## config.mk

```make
export PLATFORM = sky130hd
export DESIGN_NAME = riscv_multicycle
export DESIGN_NICKNAME = d
export VERILOG_FILES = /design/src/rtl/riscv_multicycle.sv
export SDC_FILE = /design/constraint.sdc
export NUM_CORES = 2
export LEC_CHECK = 0
export ABC_CLOCK_PERIOD_IN_PS = 38100
export BUFFER_PORTS_ARGS = -buffer_cell sky130_fd_sc_hd__buf_2
export CAP_MARGIN = 20
export CORE_MARGIN = 2
export CORE_UTILIZATION = 47
export CTS_BUF_LIST = sky130_fd_sc_hd__clkbuf_4
export CTS_CLUSTER_DIAMETER = 60
export CTS_CLUSTER_SIZE = 30
export DETAILED_ROUTE_END_ITERATION = 10
export GPL_ROUTABILITY_DRIVEN = 0
export REMOVE_ABC_BUFFERS = 1
export SKIP_CTS_REPAIR_TIMING = 1
export SLEW_MARGIN = 20
export SYNTH_ARGS = -nofsm -noshare
export SYNTH_HDL_FRONTEND = slang
export SYNTH_SLANG_ARGS = --single-unit
```

## constraint.sdc

```tcl
create_clock -name clk -period 38.1 [get_ports clk]
set_input_delay 3.81 -clock clk [delete_from_list [all_inputs] [get_ports clk]]
set_output_delay 3.81 -clock clk [all_outputs]
set_load 0.01 [all_outputs]
```

## src/rtl/riscv_multicycle.sv

```systemverilog
// Multicycle RV32I-subset core (lw, sw, add/sub/and/or/slt, addi/andi/ori/slti, beq, jal).
// Fetch and data accesses share one memory port with a req/ready handshake.
module riscv_multicycle #(
  parameter logic [31:0] RESET_PC = 32'h0000_0000,
  parameter int          NREGS    = 32
) (
  input  logic        clk,
  input  logic        reset,
  output logic        MemReq,
  output logic        MemWrite,
  output logic [31:0] Adr,
  output logic [31:0] WriteData,
  input  logic        MemReady,
  input  logic [31:0] ReadData,
  output logic [31:0] PC,
  output logic        InstrRetired,
  output logic        Illegal
);

  localparam int RAW = $clog2(NREGS);

  localparam logic [6:0] OP_LOAD  = 7'b0000011;
  localparam logic [6:0] OP_STORE = 7'b0100011;
  localparam logic [6:0] OP_R     = 7'b0110011;
  localparam logic [6:0] OP_I     = 7'b0010011;
  localparam logic [6:0] OP_BR    = 7'b1100011;
  localparam logic [6:0] OP_JAL   = 7'b1101111;

  typedef enum logic [3:0] {
    S_FETCH, S_DECODE, S_MEMADR, S_MEMRD, S_MEMWB, S_MEMWR,
    S_EXECR, S_EXECI, S_ALUWB, S_BEQ, S_JAL, S_HALT
  } state_e;

  state_e      state_q, state_d, dec_state;
  logic [31:0] pc_q, old_pc_q, ir_q, a_q, b_q, alu_out_q, data_q;
  logic [31:0] rf_q [NREGS];

  logic [6:0]  opcode, funct7;
  logic [2:0]  funct3;
  logic [4:0]  rd, rs1, rs2;
  logic [31:0] imm_i, imm_s, imm_b, imm_j;
  logic [31:0] src_b, alu_res, rf_wd;
  logic        rf_we, alu_f3_ok, mem_req, mem_wr, retire;

  assign opcode = ir_q[6:0];
  assign rd     = ir_q[11:7];
  assign funct3 = ir_q[14:12];
  assign rs1    = ir_q[19:15];
  assign rs2    = ir_q[24:20];
  assign funct7 = ir_q[31:25];

  assign imm_i = {{20{ir_q[31]}}, ir_q[31:20]};
  assign imm_s = {{20{ir_q[31]}}, ir_q[31:25], ir_q[11:7]};
  assign imm_b = {{19{ir_q[31]}}, ir_q[31], ir_q[7], ir_q[30:25], ir_q[11:8], 1'b0};
  assign imm_j = {{11{ir_q[31]}}, ir_q[31], ir_q[19:12], ir_q[20], ir_q[30:21], 1'b0};

  // RV32E builds must reject any register field that names x16..x31.
  function automatic logic reg_ok(input logic [4:0] r);
    return int'(r) < NREGS;
  endfunction

  assign alu_f3_ok = funct3 inside {3'b000, 3'b010, 3'b110, 3'b111};

  always_comb begin
    // NOTE: every signal assigned in always_comb gets a default first, so no path infers a latch.
    dec_state = S_HALT;
    case (opcode)
      OP_LOAD:  if (funct3 == 3'b010 && reg_ok(rs1) && reg_ok(rd)) dec_state = S_MEMADR;
      OP_STORE: if (funct3 == 3'b010 && reg_ok(rs1) && reg_ok(rs2)) dec_state = S_MEMADR;
      OP_R:     if (alu_f3_ok && (funct7 == 7'b0000000 || (funct7 == 7'b0100000 && funct3 == 3'b000))
                    && reg_ok(rs1) && reg_ok(rs2) && reg_ok(rd)) dec_state = S_EXECR;
      OP_I:     if (alu_f3_ok && reg_ok(rs1) && reg_ok(rd)) dec_state = S_EXECI;
      OP_BR:    if (funct3 == 3'b000 && reg_ok(rs1) && reg_ok(rs2)) dec_state = S_BEQ;
      OP_JAL:   if (reg_ok(rd)) dec_state = S_JAL;
      default:  dec_state = S_HALT;
    endcase
  end

  assign src_b = (state_q == S_EXECI) ? imm_i : b_q;

  always_comb begin
    alu_res = '0;
    case (funct3)
      3'b000:  alu_res = (state_q == S_EXECR && funct7[5]) ? a_q - src_b : a_q + src_b;
      3'b010:  alu_res = {31'b0, $signed(a_q) < $signed(src_b)};
      3'b110:  alu_res = a_q | src_b;
      3'b111:  alu_res = a_q & src_b;
      default: alu_res = '0;
    endcase
  end

  always_comb begin
    state_d = state_q;
    mem_req = 1'b0;
    mem_wr  = 1'b0;
    retire  = 1'b0;
    case (state_q)
      S_FETCH:  begin mem_req = 1'b1; if (MemReady) state_d = S_DECODE; end
      S_DECODE: state_d = dec_state;
      S_MEMADR: state_d = (opcode == OP_STORE) ? S_MEMWR : S_MEMRD;
      S_MEMRD:  begin mem_req = 1'b1; if (MemReady) state_d = S_MEMWB; end
      S_MEMWR:  begin
        mem_req = 1'b1;
        mem_wr  = 1'b1;
        if (MemReady) begin retire = 1'b1; state_d = S_FETCH; end
      end
      S_EXECR, S_EXECI: state_d = S_ALUWB;
      S_MEMWB, S_ALUWB, S_BEQ, S_JAL: begin retire = 1'b1; state_d = S_FETCH; end
      S_HALT:   state_d = S_HALT;
      default:  state_d = S_HALT;
    endcase
  end

  // Reset gates the handshake combinationally so a pending access drops without a clock edge.
  assign MemReq       = mem_req & ~reset;
  assign MemWrite     = mem_wr  & ~reset;
  assign InstrRetired = retire  & ~reset;
  assign Illegal      = (state_q == S_HALT);
  assign Adr          = (state_q == S_FETCH) ? pc_q : alu_out_q;
  assign WriteData    = b_q;
  assign PC           = pc_q;

  always_ff @(posedge clk or posedge reset) begin
    // NOTE: sequential state uses non-blocking assignments so every register samples pre-edge values.
    if (reset) state_q <= S_FETCH;
    else       state_q <= state_d;
  end

  always_ff @(posedge clk or posedge reset) begin
    if (reset) begin
      pc_q      <= RESET_PC;
      old_pc_q  <= RESET_PC;
      ir_q      <= '0;
      a_q       <= '0;
      b_q       <= '0;
      alu_out_q <= '0;
      data_q    <= '0;
    end else begin
      case (state_q)
        S_FETCH: if (MemReady) begin
          ir_q     <= ReadData;
          old_pc_q <= pc_q;
          pc_q     <= pc_q + 32'd4;
        end
        S_DECODE: begin
          a_q       <= rf_q[rs1[RAW-1:0]];
          b_q       <= rf_q[rs2[RAW-1:0]];
          alu_out_q <= old_pc_q + imm_b;
        end
        S_MEMADR:         alu_out_q <= a_q + ((opcode == OP_STORE) ? imm_s : imm_i);
        S_MEMRD:          if (MemReady) data_q <= ReadData;
        S_EXECR, S_EXECI: alu_out_q <= alu_res;
        S_BEQ:            if (a_q == b_q) pc_q <= alu_out_q;
        S_JAL:            pc_q <= old_pc_q + imm_j;
        default: ;
      endcase
    end
  end

  assign rf_we = (state_q inside {S_MEMWB, S_ALUWB, S_JAL}) && (rd != 5'd0);

  always_comb begin
    rf_wd = alu_out_q;
    if (state_q == S_MEMWB)  rf_wd = data_q;
    else if (state_q == S_JAL) rf_wd = old_pc_q + 32'd4;
  end

  always_ff @(posedge clk or posedge reset) begin
    // NOTE: the register file is reset explicitly because software may read any register before writing it.
    if (reset) begin
      for (int i = 0; i < NREGS; i++) rf_q[i] <= '0;
    end else if (rf_we) begin
      rf_q[rd[RAW-1:0]] <= rf_wd;
    end
  end

endmodule
```

# Yosys cells after proc, flatten, opt, wreduce, memory -nomap -nowiden
# Cells that the tools add are included.
# word_totals
mem_count,0
wordCells,143
latchBits,0
ff_bits,1252
out_inout_bits,100
ram_bits,0
mem_bits_ro,0
inputBits,35
# classes
n_mul,0
n_div,0
muxes,34
n_lt_le_gt_ge,5
add_sub_neg,7
n_bitwise,9
n_reduce_logical,22
shifts,0
eq_ne,26
# ops
cell,n
$bwmux W1024,1
$mux W32,12
$bmux W32 S5,2
$pmux W32 S3,2
$demux W32 S5,1
$add A32 B32 Y32,4
$pmux W32 S4,1
$add A32 B3 Y32 const B,2
$and A32 B32 Y32,1
$eq A32 B32 Y1,1
$lt A32 B32 Y1,1
$or A32 B32 Y32,1
$sub A32 B32 Y32,1
$pmux W4 S7,1
$mux W4,6
$eq A7 B6 Y1 const B,3
$pmux W4 S5,1
$ge A6 B6 Y1 const B,3
$not A5 Y6,3
$eq A4 B3 Y1 const B,4
$eq A4 B4 Y1 const B,4
$eq A7 B7 Y1 const B,2
$reduce_bool A3 Y1,3
$eq A4 B2 Y1 const B,2
26 further kinds,41

# Logic depth before layout (Yosys ltp)
# logic_depth
word_depth,7
depth_mapped,21
ltp_nobuf,18

# Worst setup path after synthesis
# OpenSTA, ideal clock, no wires.
# synth_timing
kind,input -> output
startpoint,in MemReady
endpoint,out InstrRetired
required_ps,34290
path_slack_ps,29880
path_buffers,1
cell_stages,5
t_arrival_ps,4410
cell_sequence,clkbuf_1 -> a21oi_1 -> nor2_1 -> nor2_1 -> nor2_1
# synth_via
elab_chain_len,3
# synth_rtl
element,line_no,text
start: declaration,13,"input logic MemReady,"
$mux W1,105,if (MemReady) begin retire = 1'b1; state_d = S_FETCH; end
$pmux W1 S2,97,case (state_q)
$and A1 B1 Y1,117,assign InstrRetired = retire & ~reset;
end: declaration,16,"output logic InstrRetired,"
# Every way passes these cells.

# Final worst setup path
# layout_timing
startpoint,in reset
endpoint,out MemReq
# layout_via
elab_chain_len,2
# layout_rtl
element,line_no,text
start: declaration,8,"input logic reset,"
$not A1 Y1,115,assign MemReq = mem_req & ~reset;
$and A1 B1 Y1,115,
end: declaration,9,"output logic MemReq,"
# Every way passes these cells.

==> impl_summary.md <==
Placement
In this run the tool buffered the top-level ports with 134 buffer cells. The half-perimeter wire length after placement is 152,200 µm.

Job
The tool flagged a number of max-cap violations equal to 0.

Finish
In the layout the commonest cells are sky130_fd_sc_hd__nand2_1, sky130_fd_sc_hd__dfrtp_1, sky130_fd_sc_hd__o21ai_0. The number of fill cells is 13.76k. The area growth from synthesis to final layout is 6.180%. The most common cell after layout, fill and taps aside is sky130_fd_sc_hd__nand2_1. The net count reported at finish is 6,757. In the final layout, the share of cells above drive strength 1 is 20.16%.

GRT
The largest net degree at the start of global routing is 167. The total overflow left after global routing is 0. The wire length of the first global-routing pass is 362,600 µm. The via count of the first global-routing pass was 53.45k. The initial antenna violation count was 6. Global routing consumed, over all layers together, 31.25% of the routing resources.

Outcome
The run finished with clean final reports.

Logic synthesis
Averaged over all synthesized cells, the footprint is 10.59 µm². The count of flip-flops with a built-in enable after synthesis is 0. After technology mapping, the gate count stands at 6,799. Of the synthesized area, sequential elements account for 43.49%. The register bit count reported by yosys is 1,252. Yosys printed 0 warnings. The share of flip-flops with an asynchronous set or reset after synthesis is 100.0%. The primary flip-flop cell chosen by synthesis mapping is sky130_fd_sc_hd__dfrtp_1. In this run the cell area of the synthesized design comes to 72,040 µm².

The netlist uses 83 different library cells.

Clock tree
In this run the deepest clock path goes through 3 buffers. The later-pin clock latency in the skew report is 1.24 ns. TritonCTS built the clock tree. The H-tree was split into 3 levels. Counting every sink on the clock net gives 1,252. Counting the buffers created by CTS gives 111. The clock-pin slew reported for the worst setup and hold paths after clock tree synthesis is 0.17 ns. The cell sitting at the root of the clock tree is a sky130_fd_sc_hd__clkbuf_4.

Timing
The largest clock skew in the final design is 0.1332 ns. The worst max-slew margin expressed relative to the limit is 20.87%. Setup repair after global routing left no endpoint under its margin.

The worst path uses 22.62% of the clock period. Based on the critical path, the design can be clocked at up to 116.0 MHz. The post-route setup TNS is 0 ns. The max-slew violation count was 0.

The routed design could run at a clock period as short as 8.620 ns. The worst hold slack after final layout is 0.4141 ns. Setup violations remaining at the end of the flow were counted as 0.

The pin slew with the least headroom to its limit is 1.180 ns. The number of hold violations in the final report is 0.

Critical path
The data required time of the worst path is 34.29 ns. Along the worst path, the maximum fanout reaches 4. Across all register-to-register paths, the minimum setup slack is 31.66 ns. The worst setup path category is in2out. STA puts the critical path data arrival time at 4.81 ns. The worst setup path is captured at an output pin. The category of the worst setup path launch point is an input pin.

Floorplan
The number of primary I/O pins is 135. The floorplan step defined a die boundary enclosing 156,400 µm². The floorplan step set the die width to 395.5 µm. For this configuration, the core starts out at a cell density of 47.37%.

In this run the core area contains 143 standard-cell rows. The area of the placeable core is 152,100 µm². The overall die height is 395.5 µm.

Worst hold path
The classification of the worst-slack hold path is reg2reg.

Detailed routing
After detailed routing, the number of vias per cell comes to 6.369. The number of vias after detailed routing is 55.27k. The antenna violation net count after detailed routing is 0. The final routed wire length divided by cell count is 28.16 µm. The number of design rule violations left after detail routing is 0. The violation count after the first detailed-route iteration is 5,788. For this run, the detailed router's first-pass iteration total came to 5. The wire length reported by the detailed router is 244,300 µm.

Pwr
The static leakage is 0.03233 µW. The worst-case IR drop observed on VDD is 0.06531 mV. The power density over cell area is 88.05 nW/µm².
worst max-delay path, stage by stage:
cell,delay [ns]
sky130_fd_sc_hd__buf_2,0.16
sky130_fd_sc_hd__a2111oi_0,0.58
sky130_fd_sc_hd__buf_2,0.26
cell type report:
type                            instances  area [µm²]  area share [%]
Multi-Input combinational cell       4800       38440           50.26
Sequential cell                      1252       31370           41.01
Tap cell                             2030        2540           3.321
Timing Repair Buffer                  249        1642           2.146
Clock inverter                         93        1099           1.436
Clock buffer                          118       885.9           1.158
Inverter                              131       499.2          0.6527
Antenna cell                            4       10.01         0.01309
flip-flops by register name, summed over array words and instances, names as in the netlist:
| register | count |
|---|---|
| a_q | 32 |
| alu_out_q | 32 |
| rf_q | 1024 |
| ir_q | 32 |
| state_q | 4 |
| data_q | 32 |
| old_pc_q | 32 |
| WriteData | 32 |
| PC | 32 |
kinds of logic after synthesis:
group	share of synthesized area, %
buffers and inverters	3.903
multiplexers	23.19
adder cells (fa/ha/maj)	3.126
AO/OA/AOI/OAI	13.84
flip-flops	43.49
AND/OR/NAND/NOR	10.21
XOR/XNOR	2.237
Yosys cell counts (all sizes together), types with 70 or more instances:
cell,instances,area [µm²]
nand2,1274,4782
dfrtp,1252,31330
o21ai,1217,6091
mux4,640,14410
clkbuf,539,2023
nor2,238,893.4
a21oi,232,1161
ha,172,2152
mux2,141,1588
inv,130,488.0
xnor2,123,1077
buf,77,296.5
mux2i,70,700.7
power by group:
| group | switching [µW] | internal, µW |
|---|---|---|
| clock network | 541 | 262 |
| logic | 2050 | 1540 |
| registers | 581 | 1760 |
final timing paths:
path | endpoint | depth (start not counted) | start
max in group asynchronous | rf_q[23] | 5 | reset
min in group asynchronous | rf_q[641] | 2 | reset
worst max register to register | alu_out_q[29] | 15 | state_q[2]
worst max-delay path | MemReq | 3 | reset
worst min-delay path | rf_q[1018] | 0 | rf_q[1018]
worst min register to register | rf_q[1018] | 0 | rf_q[1018]
through the flow:
step | power [µW] | cells | area (µm²) | worst slack, ns | util [%]
after floorplan | 4849 | 6183 | 69720 | -0.9909 | -
after global placement | 5822 | 8462 | 74390 | 29.59 | 48.91
after detailed placement | 5898 | 8462 | 74440 | 29.51 | 48.94
after CTS | 6698 | 8673 | 76420 | 29.50 | 50.25
after global routing | 7145 | 8674 | 76480 | 29.41 | 50.29
final | 6734 | 8677 | 76490 | 29.48 | 50.29
metal layers:
metal / part of all wire (%) / up-vias / track usage [%]
li1: - / 24210 / -
met1: 41 / 28090 / 43.64
met2: 46 / 2460 / 48.22
met3: 8.6 / 503 / 5.553
met4: 4.6 / 4 / 13.38
met5: 0.0094 / - / 0
No activity file was read; power rests on OpenSTA's default activity.
